[config.mk]
export PLATFORM = sky130hd
export DESIGN_NAME = inst_encoder_flat
export DESIGN_NICKNAME = d
export VERILOG_FILES = /design/src/rtl/riscv_pkg.sv /design/src/rtl/inst_encoder_if.sv /design/src/rtl/imm_pack.sv /design/src/rtl/inst_encoder.sv /design/src/flat_wrapper.sv
export SDC_FILE = /design/constraint.sdc
export NUM_CORES = 1
export LEC_CHECK = 0
export BUFFER_PORTS_ARGS = -buffer_cell sky130_fd_sc_hd__buf_4
export CORE_MARGIN = 2
export CORE_UTILIZATION = 25
export CTS_BUF_LIST = sky130_fd_sc_hd__clkbuf_8
export DETAILED_ROUTE_END_ITERATION = 6
export GPL_ROUTABILITY_DRIVEN = 0
export PLACE_DENSITY_LB_ADDON = 0.15
export REMOVE_ABC_BUFFERS = 1
export SLEW_MARGIN = 20
export SYNTH_ARGS = -nofsm -noshare
export SYNTH_HDL_FRONTEND = slang
export SYNTH_SLANG_ARGS = --single-unit
[constraint.sdc]
create_clock -name clk -period 2.5 [get_ports clk]
set_clock_uncertainty 0.15 [all_clocks]
set_input_delay 0.25 -clock clk [delete_from_list [all_inputs] [get_ports clk]]
set_output_delay 0.25 -clock clk [all_outputs]
set_load 0.03 [all_outputs]
[src/rtl/riscv_pkg.sv]
// Shared RISC-V encoding definitions: instruction formats, opcodes and
// immediate range limits used by both the encoder and the decoder side.
package riscv_pkg;

  typedef enum logic [2:0] {
    FMT_R = 3'd0,
    FMT_I = 3'd1,
    FMT_S = 3'd2,
    FMT_B = 3'd3,
    FMT_U = 3'd4,
    FMT_J = 3'd5
  } fmt_e;

  localparam logic [6:0] OP_IMM    = 7'b0010011;
  localparam logic [6:0] OP_BRANCH = 7'b1100011;
  localparam logic [6:0] OP_LUI    = 7'b0110111;
  localparam logic [6:0] OP_JAL    = 7'b1101111;
  localparam logic [6:0] OP_STORE  = 7'b0100011;
  localparam logic [6:0] OP_JALR   = 7'b1100111;

  localparam logic signed [63:0] IMM12_MIN = -64'sd2048;
  localparam logic signed [63:0] IMM12_MAX =  64'sd2047;
  localparam logic signed [63:0] IMMB_MIN  = -64'sd4096;
  localparam logic signed [63:0] IMMB_MAX  =  64'sd4094;
  localparam logic signed [63:0] IMMJ_MIN  = -64'sd1048576;
  localparam logic signed [63:0] IMMJ_MAX  =  64'sd1048574;

  typedef enum logic {
    ST_EMPTY = 1'b0,
    ST_FULL  = 1'b1
  } enc_state_e;

  function automatic logic imm_in_range(input logic signed [63:0] v,
                                        input logic signed [63:0] lo,
                                        input logic signed [63:0] hi);
    return (v >= lo) && (v <= hi);
  endfunction

endpackage

[src/rtl/inst_encoder_if.sv]
// Field-bundle input stream and encoded-word output stream of inst_encoder.
interface inst_encoder_if #(
  parameter int ADDR_W = 16
);
  logic              in_valid;
  logic              in_ready;
  logic [2:0]        in_fmt;
  logic [6:0]        in_opcode;
  logic [4:0]        in_rd;
  logic [4:0]        in_rs1;
  logic [4:0]        in_rs2;
  logic [2:0]        in_funct3;
  logic [6:0]        in_funct7;
  logic [63:0]       in_imm;
  logic              out_valid;
  logic              out_ready;
  logic [31:0]       out_inst;
  logic [ADDR_W-1:0] out_addr;

  modport master (
    output in_valid, in_fmt, in_opcode, in_rd, in_rs1, in_rs2,
           in_funct3, in_funct7, in_imm, out_ready,
    input  in_ready, out_valid, out_inst, out_addr
  );

  modport slave (
    input  in_valid, in_fmt, in_opcode, in_rd, in_rs1, in_rs2,
           in_funct3, in_funct7, in_imm, out_ready,
    output in_ready, out_valid, out_inst, out_addr
  );
endinterface

[src/rtl/imm_pack.sv]
// Combinational immediate legality check and 32-bit instruction packing.
module imm_pack
  import riscv_pkg::*;
(
  input  logic [2:0]         fmt_i,
  input  logic signed [63:0] imm_i,
  input  logic [6:0]         opcode_i,
  input  logic [4:0]         rd_i,
  input  logic [4:0]         rs1_i,
  input  logic [4:0]         rs2_i,
  input  logic [2:0]         funct3_i,
  input  logic [6:0]         funct7_i,
  output logic [31:0]        inst_o,
  output logic               legal_o
);

  // NOTE: defaults first so every path assigns both outputs; no latch inferred.
  always_comb begin
    inst_o  = '0;
    legal_o = 1'b0;
    case (fmt_e'(fmt_i))
      FMT_R: begin
        legal_o = 1'b1;
        inst_o  = {funct7_i, rs2_i, rs1_i, funct3_i, rd_i, opcode_i};
      end
      FMT_I: begin
        legal_o = imm_in_range(imm_i, IMM12_MIN, IMM12_MAX);
        inst_o  = {imm_i[11:0], rs1_i, funct3_i, rd_i, opcode_i};
      end
      FMT_S: begin
        legal_o = imm_in_range(imm_i, IMM12_MIN, IMM12_MAX);
        inst_o  = {imm_i[11:5], rs2_i, rs1_i, funct3_i, imm_i[4:0], opcode_i};
      end
      FMT_B: begin
        legal_o = imm_in_range(imm_i, IMMB_MIN, IMMB_MAX) && !imm_i[0];
        inst_o  = {imm_i[12], imm_i[10:5], rs2_i, rs1_i, funct3_i,
                   imm_i[4:1], imm_i[11], opcode_i};
      end
      FMT_U: begin
        // Value must be a sign-extended 32-bit quantity with a clear low page.
        legal_o = (imm_i[11:0] == 12'd0) && ((&imm_i[63:31]) || !(|imm_i[63:31]));
        inst_o  = {imm_i[31:12], rd_i, opcode_i};
      end
      FMT_J: begin
        legal_o = imm_in_range(imm_i, IMMJ_MIN, IMMJ_MAX) && !imm_i[0];
        inst_o  = {imm_i[20], imm_i[10:1], imm_i[11], imm_i[19:12], rd_i, opcode_i};
      end
      default: ;
    endcase
  end

endmodule

[src/rtl/inst_encoder.sv]
// Pipelined RISC-V instruction encoder: legality check, packing, and a
// one-entry output register with a sequential byte-address counter.
module inst_encoder
  import riscv_pkg::*;
#(
  parameter int          ADDR_W    = 16,
  parameter int unsigned BASE_ADDR = 0
) (
  input  logic         clk,
  input  logic         rst,
  inst_encoder_if.slave bus,
  output logic         err,
  output logic [7:0]   err_count
);

  logic [31:0]       packed_inst;
  logic              legal;
  enc_state_e        state_q;
  logic [31:0]       inst_q;
  logic [ADDR_W-1:0] addr_q;
  logic [ADDR_W-1:0] cnt_q;
  logic [ADDR_W-1:0] cnt_d;
  logic              err_q;
  logic [7:0]        err_cnt_q;
  logic              accept;
  logic              load;
  logic              reject;
  logic              out_hs;

  imm_pack u_pack (
    .fmt_i    (bus.in_fmt),
    .imm_i    (bus.in_imm),
    .opcode_i (bus.in_opcode),
    .rd_i     (bus.in_rd),
    .rs1_i    (bus.in_rs1),
    .rs2_i    (bus.in_rs2),
    .funct3_i (bus.in_funct3),
    .funct7_i (bus.in_funct7),
    .inst_o   (packed_inst),
    .legal_o  (legal)
  );

  assign bus.in_ready = (state_q == ST_EMPTY) || bus.out_ready;
  assign accept       = bus.in_valid && bus.in_ready;
  assign load         = accept && legal;
  assign reject       = accept && !legal;
  assign out_hs       = (state_q == ST_FULL) && bus.out_ready;

  // A word loaded in the same cycle as a handshake takes the post-advance address.
  assign cnt_d = out_hs ? cnt_q + ADDR_W'(4) : cnt_q;

  // NOTE: non-blocking assignments keep every register update on the same edge.
  always_ff @(posedge clk) begin
    if (rst) begin
      state_q   <= ST_EMPTY;
      inst_q    <= '0;
      addr_q    <= ADDR_W'(BASE_ADDR);
      cnt_q     <= ADDR_W'(BASE_ADDR);
      err_q     <= 1'b0;
      err_cnt_q <= '0;
    end else begin
      cnt_q <= cnt_d;
      if (load) begin
        state_q <= ST_FULL;
        inst_q  <= packed_inst;
        addr_q  <= cnt_d;
      end else if (out_hs) begin
        state_q <= ST_EMPTY;
      end
      if (reject) begin
        err_q <= 1'b1;
        if (err_cnt_q != 8'hFF) err_cnt_q <= err_cnt_q + 8'd1;
      end
    end
  end

  assign bus.out_valid = (state_q == ST_FULL);
  assign bus.out_inst  = inst_q;
  assign bus.out_addr  = addr_q;
  assign err           = err_q;
  assign err_count     = err_cnt_q;

endmodule

[src/flat_wrapper.sv]
// flat-port wrapper written by rule: the top's interface ports become plain ports
module inst_encoder_flat import riscv_pkg::*;
#(
  parameter int          ADDR_W    = 16,
  parameter int unsigned BASE_ADDR = 0
)
  (clk, rst, err, err_count, bus_in_valid, bus_in_fmt, bus_in_opcode, bus_in_rd, bus_in_rs1, bus_in_rs2, bus_in_funct3, bus_in_funct7, bus_in_imm, bus_out_ready, bus_in_ready, bus_out_valid, bus_out_inst, bus_out_addr);
  inst_encoder_if #(.ADDR_W(ADDR_W)) bus_i ();
  input  logic clk;
  input  logic rst;
  output logic err;
  output logic [7:0] err_count;
  input wire logic [$bits(bus_i.in_valid)-1:0] bus_in_valid;
  input wire logic [$bits(bus_i.in_fmt)-1:0] bus_in_fmt;
  input wire logic [$bits(bus_i.in_opcode)-1:0] bus_in_opcode;
  input wire logic [$bits(bus_i.in_rd)-1:0] bus_in_rd;
  input wire logic [$bits(bus_i.in_rs1)-1:0] bus_in_rs1;
  input wire logic [$bits(bus_i.in_rs2)-1:0] bus_in_rs2;
  input wire logic [$bits(bus_i.in_funct3)-1:0] bus_in_funct3;
  input wire logic [$bits(bus_i.in_funct7)-1:0] bus_in_funct7;
  input wire logic [$bits(bus_i.in_imm)-1:0] bus_in_imm;
  input wire logic [$bits(bus_i.out_ready)-1:0] bus_out_ready;
  output wire logic [$bits(bus_i.in_ready)-1:0] bus_in_ready;
  output wire logic [$bits(bus_i.out_valid)-1:0] bus_out_valid;
  output wire logic [$bits(bus_i.out_inst)-1:0] bus_out_inst;
  output wire logic [$bits(bus_i.out_addr)-1:0] bus_out_addr;
  assign bus_i.in_valid = bus_in_valid;
  assign bus_i.in_fmt = bus_in_fmt;
  assign bus_i.in_opcode = bus_in_opcode;
  assign bus_i.in_rd = bus_in_rd;
  assign bus_i.in_rs1 = bus_in_rs1;
  assign bus_i.in_rs2 = bus_in_rs2;
  assign bus_i.in_funct3 = bus_in_funct3;
  assign bus_i.in_funct7 = bus_in_funct7;
  assign bus_i.in_imm = bus_in_imm;
  assign bus_i.out_ready = bus_out_ready;
  assign bus_in_ready = bus_i.in_ready;
  assign bus_out_valid = bus_i.out_valid;
  assign bus_out_inst = bus_i.out_inst;
  assign bus_out_addr = bus_i.out_addr;
  inst_encoder #(.ADDR_W(ADDR_W), .BASE_ADDR(BASE_ADDR)) u_core (.clk(clk), .rst(rst), .bus(bus_i), .err(err), .err_count(err_count));
endmodule
; Word level (Yosys, flattened, before mapping)
; Index checks and enable logic that the tools add are counted.
[op_classes]
addsub = 2
mul = 0
div_mod_pow = 0
magnitude_cmp = 6
n_eq_ne = 6
shifts = 0
n_mux = 5
bitwise_logic = 1
n_reduce_logical = 22
[op_table]
columns = cell, n
row1 = 32-bit one-hot mux with 6 select lines, 1
row2 = "64-bit by 12-bit >= comparator with 1-bit output, second input constant", 1
row3 = "64-bit by 13-bit >= comparator with 1-bit output, second input constant", 1
row4 = "64-bit by 21-bit >= comparator with 1-bit output, second input constant", 1
row5 = "64-bit by 12-bit less-or-equal comparator with 1-bit output, second input constant", 1
row6 = "64-bit by 13-bit less-or-equal comparator with 1-bit output, second input constant", 1
row7 = "64-bit by 21-bit less-or-equal comparator with 1-bit output, second input constant", 1
row8 = 33-bit AND reduction, 1
row9 = 33-bit OR reduction, 1
row10 = "16-bit by 3-bit adder with 16-bit output, second input constant", 1
row11 = 16-bit two-way mux, 1
row12 = 12-bit logical NOT, 1
row13 = 1-bit logical AND, 10
row14 = "8-bit by 1-bit adder with 8-bit output, second input constant", 1
row15 = "8-bit inequality test, second input constant", 1
row16 = "3-bit by 2-bit == test with 1-bit output, second input constant", 2
row17 = "3-bit == test, second input constant", 2
row18 = 1-bit one-hot mux with 5 select lines, 1
row19 = "3-bit by 1-bit == test with 1-bit output, second input constant", 1
row20 = 1-bit logical NOT, 3
row21 = 3-bit logical NOT, 1
row22 = 1-bit logical OR, 2
row23 = 1-bit two-way mux, 2
row24 = 2-bit AND reduction, 1
row25 = 3 further kinds, 3
[word_totals]
regBits = 74
latch_bits = 0
ramBits = 0
romBits = 0
output_inout_bits = 59
word_cells = 48
mem_count = 0

; Longest topological paths before layout
; Gate-level depths: netlist of run 1.
[depth]
word_depth = 8
mapped_depth = 10
mapped_depth_nobuf = 7

; Cells and area by module
; From an unflattened synthesis of run 1, not the netlist that was laid out.
[hier_totals]
cells_unflattened = 477
hier_area_um2 = 3583.4
[modules_own_cells]
columns = mod, n_inst, cells_each, area_per_inst_um2
row1 = inst_encoder, 1, 317, 2668.8
row2 = imm_pack, 1, 160, 914.6

; Worst setup path before layout of run 1
; Ideal clock, no wire load.
[synth_timing]
kind = in2reg
from = input port bus_in_imm[53]
to = register u_core.err_cnt_q[2] (netlist: u_core.err_count[2])
setup_time_ps = 123
t_arrival_ps = 2088
required_time_ps = 2227
path_slack_ps = 139
cell_stages = 8
path_cell_list = nor4_1 and4_1 nand4_1 or4_4 o2111a_1 buf_2 nand4_1 mux2_1
[synth_between]
elab_chain_len = 8
word_cells_on_any_way = 20
cone_classes = 6 x order compare / 1 x mux / 13 x reduce/logical
[synth_lines]
columns = item, line_no
row1 = from (decl), flat_wrapper.sv:21  ; input wire logic [$bits(bus_i.in_imm)-1:0] bus_in_imm;
row2 = branches (longest 4 deep; another with 64-bit by 21-bit >= comparator with 1-bit output), -
row3 = 1-bit one-hot mux with 5 select lines (*), imm_pack.sv:21  ; case (fmt_e'(fmt_i))
row4 = 1-bit logical NOT (*), inst_encoder.sv:46  ; assign reject = accept && !legal;
row5 = 1-bit logical AND (*), inst_encoder.sv:46
row6 = 2-bit AND reduction (no source line) (*), -
row7 = to (signal assigned), inst_encoder.sv:72  ; if (err_cnt_q != 8'hFF) err_cnt_q <= err_cnt_q + 8'd1;
row8 = to (decl), inst_encoder.sv:24  ; logic [7:0] err_cnt_q;
; Every way passes the cells marked *.
; A chain may end at the register's enable or synchronous reset.

; Worst setup path after layout of run 1
[layout_timing]
from = input port bus_in_imm[45]
to = register u_core.addr_q[8] (netlist: u_core.bus.out_addr[8])
[layout_between]
elab_chain_len = 6
word_cells_on_any_way = 18
cone_classes = 6 x order compare / 1 x mux / 11 x reduce/logical
[layout_lines]
columns = item, line_no
row1 = branches (longest 4 deep; another with 64-bit by 21-bit >= comparator with 1-bit output), -
row2 = 1-bit one-hot mux with 5 select lines (*), imm_pack.sv:21
row3 = 1-bit logical AND (*), inst_encoder.sv:45  ; assign load = accept && legal;
row4 = to (signal assigned), inst_encoder.sv:57  ; addr_q <= ADDR_W'(BASE_ADDR);
row5 = to (signal assigned), inst_encoder.sv:66  ; addr_q <= cnt_d;
row6 = to (decl), inst_encoder.sv:20  ; logic [ADDR_W-1:0] addr_q;
; Marked as above.

==> results of run 1 <==
==> per-stage QoR <==
stage                     setup TNS, ns  util [%]  hold slack (ns)  area, sq um
after floorplan                  -13.60         -            0.165         3700
after global placement           -13.47      36.3            0.313         5500
after detailed placement         -13.33      36.3            0.325         5500
after CTS                             0      38.4           0.0521         5820
after global routing                  0      38.5           0.0726         5840
final                                 0      38.5           0.0699         5840
==> report_power, final <==
part	internal, mW	switching [mW]
combinational	0.268	0.286
clock	0.657	0.468
sequential	1.14	0.0171
==> cells in the mapped netlist, types with 2 or more instances <==
master    count
mux2_2       12
and3_1        6
nand2b_1      7
buf_4         2
o22a_1        3
and2_1        2
o21ai_0       7
xor2_1       11
a22oi_1      10
dfxtp_1      70
and4_1        4
nor2_1       33
a21oi_1      41
o22ai_1       2
nand4_1      21
inv_1         2
nor2b_1      30
a211oi_2     21
nor4_1       19
a211oi_1      3
buf_6         7
nand3_1      22
buf_2         3
mux2_1       15
ha_1          2
mux2i_1      17
nand2_1      15
buf_1         3
nor3_1       10
xnor2_1       3
clkbuf_1     13
==> metal layers <==
| layer | share of wire [%] | global-route usage (%) | routed length, um | vias to the layer above |
|---|---|---|---|---|
| met5 | 0 | 0 | 0 | - |
| met4 | 2.3 | 6.85 | 319 | 0 |
| met3 | 7.8 | 5.41 | 1090 | 21 |
| met2 | 46 | 26.9 | 6340 | 117 |
| met1 | 44 | 20.4 | 6140 | 1867 |
| li1 | - | - | - | 1979 |
==> logic make-up after synthesis <==
logic type | count (synthesis) | synth area share [%]
buffers and inverters | 30 | 4.56
muxes | 44 | 12.3
DFF | 70 | 36.2
and+or+nand+nor | 173 | 24.4
other | 1 | 0.0969
xor gates and xnor gates | 14 | 3.17
adders and majority gates | 2 | 0.647
AOI/OAI and AO/OA | 96 | 18.7
==> state kept, by name, summed over array words and instances (netlist names) <==
name	flops
u_core.bus.out_valid	1
u_core.bus.out_addr	14
u_core.err_count	8
u_core.err	1
u_core.cnt_q	14
u_core.bus.out_inst	32
==> layout make-up <==
type,count,area (sq um)
tap,188,235
multi-input combinational,331,2330
timing repair buffer,206,1630
fill,1553,9310
inverter,2,7.51
clock inverter,7,113
sequential,70,1400
clock buffer,9,124
==> worst min-delay path, stage by stage <==
cell and delay (ns):
buf_4 0.13, nand3_1 0.07, a21oi_1 0.08
==> path summary, 6_finish.rpt <==
kind / startpoint / endpoint / slack, ns
setup / recovery: bus_in_imm[45] / u_core.bus.out_addr[8] / 0.11
hold / removal: bus_out_ready / u_core.cnt_q[3] / 0.07
setup reg to reg: u_core.bus.out_valid / u_core.bus.out_addr[13] / 0.30
hold reg to reg: u_core.err / u_core.err / 0.33
==> timing repair <==
action / CTS / global route
hold buffers: 8 / 0
endpoints found under the setup margin: 0 / 37
hold endpoints to repair: 8 / 0
resized for setup: 0 / 3
==> impl_results.md, run 1 <==
* Fraction of registers with async set/reset at 0%
* Crit path max fanout at 17
* Commonest cells after routing, fill and taps aside: buf_4, dfxtp_1, a21oi_1, nor2_1, nor2b_1
* I/O Buffers at 159
* Largest delay contributor family on the critical path: simple AND/OR/NAND/NOR gates
* CTS tree: yes
* Synth area leader: dfxtp_1
* CP peak stage delay at 0.55 ns
* Syn Std Cell Area at 3870 sq um
* Peak VDD IR at 0.341 mV
* CTS Buf Count at 9
* Iter 0 DRT Violations at 184
* Synth-to-Final Area Change at 50.8%
* Diode count at 0
* CP required at 2.61 ns
* Antenna violations before repair at 0
* CP arrival at 2.49 ns
* Fin worst setup slack at 0.115 ns
* Critical path capture point type: register
* # rows at 45
* Post-synthesis area per instance at 9.00 sq um
* EDFF count, synth at 0
* Design Power at 2.84 mW
* Worst slew pin tran at 0.727 ns
* Clk sink count at 70
* Worst r2r path cells at 7
* Final wirelength at 13.9 mm
* Initial Util at 25.6%
* Power Dens Cells at 486 nW/um^2
* Crit-path cells: buf_4, nor4_1, and4_1, nand4_1, or4_4, o2111a_1, nor2_4, buf_12, mux2_1
* Via density at 4.90
* Vias in the first global route at 3,888
* Crit path kind: in2reg
* Crit start category: input port
* Hold path cells at 3
* Total gr overflow at 0
* Sequential area share after synthesis at 36.2%
* Sum of buffers and inverters on the critical path at 2
* Routed Antenna Nets at 0
* WL per Instance at 17.1 um
* Final hold violations at 0
* Final setup vio count at 0
* Final non-filler cell total at 813
* Final Slew Violations at 0
* DRC viols at 0
* Pre-CTS WS at -0.326 ns
* Post-detail-place hpwl at 10.7 mm
* Overall die height at 128 um
* Die X at 128 um
* Via count at 3,984
* First-pass GRT wire length at 21.0 mm
* Period minus WS final at 2.39 ns
* Min-Delay Path Class: in2reg
* Worst-path clk slew at 0.07 ns
* Share of the synthesized area in the top cell type at 36.2%
* Max_cap viols at 0
* Synthesized instance count at 430
* Placed Cells at 789
* Period utilization at 95.4%
* DRT Pass-1 Iters at 4
* CP max stage cell: or4_4
* Post-CTS setup buffers at 0
* Nets at 725
* Commonest non-fill, non-tap cell in the layout: buf_4
* RSZ-0062 raised after global routing: no
* Top_reg_cell synth: dfxtp_1
* Status: completed
* WP depth at 9
* Synth top area cells: dfxtp_1, a211oi_2, a21oi_1
* Htree depth at 3
* Root Buffer: clkbuf_8
* Relative slew slack at 51.6%
* Cell variety after synth at 45
* Die footprint at 16,500 sq um
* Total track usage at 16.6%
* CTS max path bufs at 2
* Share of cells above drive strength 1 at 40.5%
* Synth Warn # at 0
* Synthesized flop and latch total at 70
* Leakage power at 2.44 nW
* Fmax at 0.419 GHz
* Pin count of the biggest net entering global routing at 66
* Ports at 162
* Core Footprint at 15,100 sq um
* Clock Latency Late Sink at 0.37 ns
Note: power is estimated with default switching activity, not from simulation.
==> run 2, diff against run 1 <==
Settings changed: CORE_MARGIN 2 to default, PLACE_DENSITY_LB_ADDON 0.15 to default.
==> impl_results.md, run 2 (same netlist as run 1, synthesis figures left out) <==
* Period utilization at 95.4% (about the same)
* Clk sink count at 70 (unchanged)
* Leakage power at 2.42 nW (-0.92%)
* CP arrival at 2.46 ns (-0.03 ns)
* Worst r2r path cells at 7 (unchanged)
* Initial Util at 25.6% (unchanged)
* Iter 0 DRT Violations at 290 (+58%)
* DRT Pass-1 Iters at 7 (+3)
* Commonest cells after routing, fill and taps aside: buf_4, dfxtp_1, a21oi_1, nor2_1, nor2b_1
* Final non-filler cell total at 809 (-0.49%)
* Hold EP: u_core.bus.out_inst[5]
* Antenna violations before repair at 0 (unchanged)
* Reg2reg end: u_core.bus.out_addr[13]
* Post-detail-place hpwl at 11.2 mm (+4.5%)
* Worst-path clk slew at 0.08 ns (about the same)
* Worst slew pin tran at 0.661 ns (-0.0651 ns)
* Nets at 721 (-0.55%)
* Design Power at 2.79 mW (-1.7%)
* Overall die height at 126 um (-1.6%)
* RSZ-0062 raised after global routing: no
* Pin count of the biggest net entering global routing at 64 (-3.0%)
* Placed Cells at 788 (-0.13%)
* Status: complete, but fails checks
* Power Dens Cells at 481 nW/um^2 (-0.95%)
* Final hold violations at 0 (unchanged)
* Routed Antenna Nets at 0 (unchanged)
* Ports at 162 (unchanged)
* Crit path max fanout at 15 (-2)
* Vias in the first global route at 4,233 (+8.9%)
* Commonest non-fill, non-tap cell in the layout: buf_4
* Via density at 5.09 (+3.8%)
* Via count at 4,115 (+3.3%)
* WL per Instance at 17.4 um (+1.8%)
* Diode count at 0 (unchanged)
* Critical path capture point type: register
* Root Buffer: clkbuf_8
* Failing checks: DRC
* Total gr overflow at 0 (unchanged)
* Placed Area at 5480 sq um (-0.36%)
* First-pass GRT wire length at 21.7 mm (+3.4%)
* Die footprint at 16,000 sq um (-3.1%)
* Final setup vio count at 0 (unchanged)
* Peak VDD IR at 0.325 mV (-4.6%)
* Htree depth at 3 (unchanged)
* Reg2Reg Setup Slack at 0.19 ns (-0.11 ns)
* Crit path kind: in2reg
* Min-delay src: bus_in_opcode[5]
* Total track usage at 17.5% (+0.93 points)
* Max FFs per register at 32 (unchanged)
* DRC viols at 2 (+2)
* R2R Path Start: u_core.bus.out_valid
* CTS tree: yes
* Clock Latency Late Sink at 0.35 ns (-0.02 ns)
* Crit start category: input port
* Fmax at 0.419 GHz (about the same)
* Fin area at 5790 sq um (-0.77%)
* # rows at 45 (unchanged)
* CP required at 2.58 ns (-0.03 ns)
* CTS max path bufs at 2 (unchanged)
* Min-Delay Path Class: in2reg
* Period minus WS final at 2.38 ns (-0.000944 ns)
* Post-layout util at 38.2% (-0.30 points)
* I/O Buffers at 159 (unchanged)
* Relative slew slack at 55.9% (+4.3 points)
* CTS Buf Count at 9 (unchanged)
* Die X at 126 um (-1.6%)
* Final wirelength at 14.1 mm (+1.3%)
* Final Slew Violations at 0 (unchanged)
* Share of cells above drive strength 1 at 40.6% (+0.10 points)
* Core Footprint at 15,100 sq um (unchanged)
* Synth-to-Final Area Change at 49.6%
* Hold path cells at 3 (unchanged)
* Max_cap viols at 0 (unchanged)
-- run 2: power breakdown --
part | leakage [nW] | total (mW) | internal, mW | switching, mW
Combinational | 1.74 | 0.557 | 0.264 | 0.294
Sequential | 0.567 | 1.16 | 1.14 | 0.0187
Clock | 0.116 | 1.07 | 0.617 | 0.456
-- run 2: final cells by class --
cell class | instances | area, sq um
timing repair buffer | 202 | 1580
clock buffer | 11 | 151
fill | 1506 | 9360
multi-input combinational | 331 | 2330
sequential | 70 | 1400
inverter | 2 | 7.51
clock inverter | 5 | 81.3
tap | 188 | 235
-- run 2: layer usage --
layer	track usage, %	routed length, um	vias up
met5	0	0	-
met4	5.95	240	0
met3	3.46	1100	20
met2	30.9	6950	172
met1	21.2	5780	1954
li1	-	-	1969
-- run 2: how the worst max path moves through the flow --
stage,slack [ns],to,cells past startpoint,start
detailed placement,-0.36,u_core.bus.out_addr[13],9,bus_in_imm[46]
global route,0.01,u_core.bus.out_addr[5],9,bus_in_imm[46]
floorplan,-0.45,u_core.bus.out_addr[10],7,bus_in_imm[53]
global placement,-0.31,u_core.bus.out_addr[13],9,bus_in_imm[46]
finish,0.12,u_core.bus.out_addr[5],9,bus_in_imm[46]
CTS,0.006,u_core.bus.out_addr[13],9,bus_in_imm[46]
-- run 2: per-stage QoR --
step                      hold WS [ns]  TNS (ns)  worst slack, ns
after floorplan                  0.165    -13.60           -0.454
after global placement           0.310    -13.85           -0.306
after detailed placement         0.329    -16.67           -0.362
after CTS                     0.000172         0          0.00615
after global routing           0.00533         0           0.0102
final                           0.0119         0            0.116
-- run 2: timing repair --
item	CTS	global route
gates resized for setup	0	4
endpoints found under the setup margin	0	36
buffers inserted	0	0
endpoints found under the hold margin	5	0
hold buffers	5	0
-- run 2: critical path: stages --
cell	delay, ns
buf_4	0.12
nor4_4	0.28
and4_1	0.26
nand4_1	0.15
or4_4	0.55
o2111a_1	0.20
nor2_4	0.14
buf_12	0.17
mux2_1	0.33
==> run 3, diff against run 2 <==
Settings changed: RECOVER_POWER from default to 100.
==> impl_results.md, run 3 (same netlist as run 1, synthesis figures left out) <==
* # rows at 45 (unchanged)
* Final Slew Violations at 0 (unchanged)
* Crit-path cells: buf_4, nor4_2, and3_1, nand4_1, or4_4, o2111a_1, nor2_4, buf_12, mux2_1
* Worst r2r path cells at 7 (unchanged)
* Hold path cells at 3 (unchanged)
* Initial Util at 25.6% (unchanged)
* Clock network power share at 39.0% (+0.5 points)
* First-pass GRT wire length at 21.7 mm (unchanged)
* Post-CTS setup buffers at 0 (unchanged)
* Power Dens Cells at 502 nW/um^2 (+4.3%)
* Reg2reg end: u_core.bus.out_addr[13]
* Clk sink count at 70 (unchanged)
* Placed Cells at 788 (unchanged)
* Vias in the first global route at 4,233 (unchanged)
* Fmax at 0.419 GHz (-0.19%)
* CP peak stage delay at 0.55 ns (about the same)
* Setup_tns at 0 ns (unchanged)
* Hold EP: u_core.bus.out_inst[5]
* Largest delay contributor family on the critical path: simple AND/OR/NAND/NOR gates
* Final setup vio count at 0 (unchanged)
* Total gr overflow at 0 (unchanged)
* CTS max path bufs at 2 (unchanged)
* Die footprint at 16,000 sq um (unchanged)
* Switch Pwr at 760 uW (-1.1%)
* CTS tree: yes
* Core Footprint at 15,100 sq um (unchanged)
* Period minus WS final at 2.39 ns (+0.00450 ns)
* Commonest non-fill, non-tap cell in the layout: buf_4
* DRC viols at 2 (unchanged)
* Post-detail-place hpwl at 11.2 mm (unchanged)
* Sum of buffers and inverters on the critical path at 2 (unchanged)
* Iter 0 DRT Violations at 297 (+2.4%)
* I/O Buffers at 159 (unchanged)
* Total track usage at 17.5% (unchanged)
* RSZ-0062 raised after global routing: no
* Diode count at 0 (unchanged)
* FILL cells at 1,571 (+4.3%)
* CTS Buf Count at 9 (unchanged)
* Final non-filler cell total at 809 (unchanged)
* Clock Latency Late Sink at 0.35 ns (about the same)
* Max_cap viols at 0 (unchanged)
* Register share of total power at 42.0% (+0.5 points)
* Commonest cells after routing, fill and taps aside: buf_4, dfxtp_1, clkbuf_1, a21oi_1, nor2_1
* Combinational share of power at 19.0% (-1.0 points)
* Synth-to-Final Area Change at 41.7%
* Share of cells above drive strength 1 at 28.2% (-12 points)
* Max FFs per register at 32 (unchanged)
* Final hold violations at 0 (unchanged)
* Crit. Startpoint: bus_in_imm[26]
* CP required at 2.58 ns (about the same)
* Cell-internal power at 1.99 mW (-1.2%)
* Min-delay src: bus_in_opcode[5]
* DRT Pass-1 Iters at 6 (-1)
* R2R Path Start: u_core.bus.out_valid
* Crit start category: input port
* Via density at 5.07 (-0.24%)
* Relative slew slack at 57.7% (+1.8 points)
* Nets at 721 (unchanged)
* Final wirelength at 14.1 mm (+0.22%)
* Overall die height at 126 um (unchanged)
* Min-Delay Path Class: in2reg
* Period utilization at 95.6% (+0.18 points)
* Via count at 4,105 (-0.24%)
* Worst slew pin tran at 0.634 ns (-0.0273 ns)
* Switching Share at 27.6% (+0.034 points)
* Root Buffer: clkbuf_8
* Status: complete, but fails checks
* Ports at 162 (unchanged)
* CP arrival at 2.47 ns (about the same)
* Htree depth at 3 (unchanged)
* Peak VDD IR at 0.322 mV (-1.0%)
* Failing checks: DRC
* WL per Instance at 17.4 um (+0.22%)
* Pin count of the biggest net entering global routing at 64 (unchanged)
* Crit path kind: in2reg
* Reg2Reg Setup Slack at 0.19 ns (about the same)
* Post-layout util at 36.2% (-2.0 points)
* CP max stage cell: or4_4
* Antenna violations before repair at 0 (unchanged)
* Routed Antenna Nets at 0 (unchanged)
* Critical path capture point type: register
* Die X at 126 um (unchanged)
* Leakage power at 2.16 nW (-11%)
* Crit path max fanout at 15 (unchanged)
* Worst-path clk slew at 0.08 ns (about the same)
run 3: changes by cell type in the layout (fill, tap and decap cells not counted):
cell and delta:
a211oi_1 +17, mux2_1 +1, mux2_2 -1, clkbuf_1 +59, buf_4 -59, a211oi_2 -17
run 3: power groups by stage:
stage / registers [mW] / clock network (mW) / logic (mW)
CTS: 1.16 / 1.09 / 0.556
global placement: 1.18 / 0 / 0.537
detailed placement: 1.18 / 0 / 0.548
floorplan: 1.23 / 0 / 0.164
global route: 1.16 / 1.14 / 0.560
finish: 1.16 / 1.07 / 0.523
run 3: what timing repair did:
action,CTS,global route
setup endpoints to repair,0,36
resized for setup,0,4
hold endpoints to repair,5,0
hold buffers,5,0
run 3: worst min-delay path, stage by stage:
cell and delay, ns:
buf_4 0.11, nand3_1 0.05, a21oi_1 0.05
run 3: stage by stage:
stage / area (sq um) / power (mW) / hold slack (ns) / setup slack (ns)
after CTS: 5760 / 2.80 / 0.000172 / 0.00615
after detailed placement: 5480 / 1.73 / 0.329 / -0.362
after global routing: 5480 / 2.86 / 0.00533 / 0.00681
after global placement: 5480 / 1.72 / 0.310 / -0.306
final: 5480 / 2.75 / 0.0114 / 0.111
after floorplan: 3700 / 1.39 / 0.165 / -0.454
run 3: worst max path at each step:
stage	to	slack [ns]	depth (start not counted)
6_report	u_core.bus.out_addr[5]	0.11	9
3_3_place_gp	u_core.bus.out_addr[13]	-0.31	9
3_5_place_dp	u_core.bus.out_addr[13]	-0.36	9
5_1_grt	u_core.bus.out_addr[5]	0.007	9
4_1_cts	u_core.bus.out_addr[13]	0.006	9
2_1_floorplan	u_core.bus.out_addr[10]	-0.45	7
run 3: per-layer routing:
layer / global-route usage (%) / wire length (um) / vias up / share of wire (%)
met5: 0 / 0 / - / 0
met4: 5.95 / 242 / 0 / 1.7
met3: 3.46 / 1020 / 19 / 7.2
met2: 30.9 / 6920 / 163 / 49
met1: 21.2 / 5920 / 1951 / 42
li1: - / - / 1972 / -
run 3: area by class of cell:
class / count / area [sq um] / area share [%]
multi-input combinational: 331 / 2250 / 41.0
sequential: 70 / 1400 / 25.6
timing repair buffer: 202 / 1360 / 24.8
tap: 188 / 235 / 4.29
clock buffer: 11 / 151 / 2.76
clock inverter: 5 / 81.3 / 1.48
inverter: 2 / 7.51 / 0.137
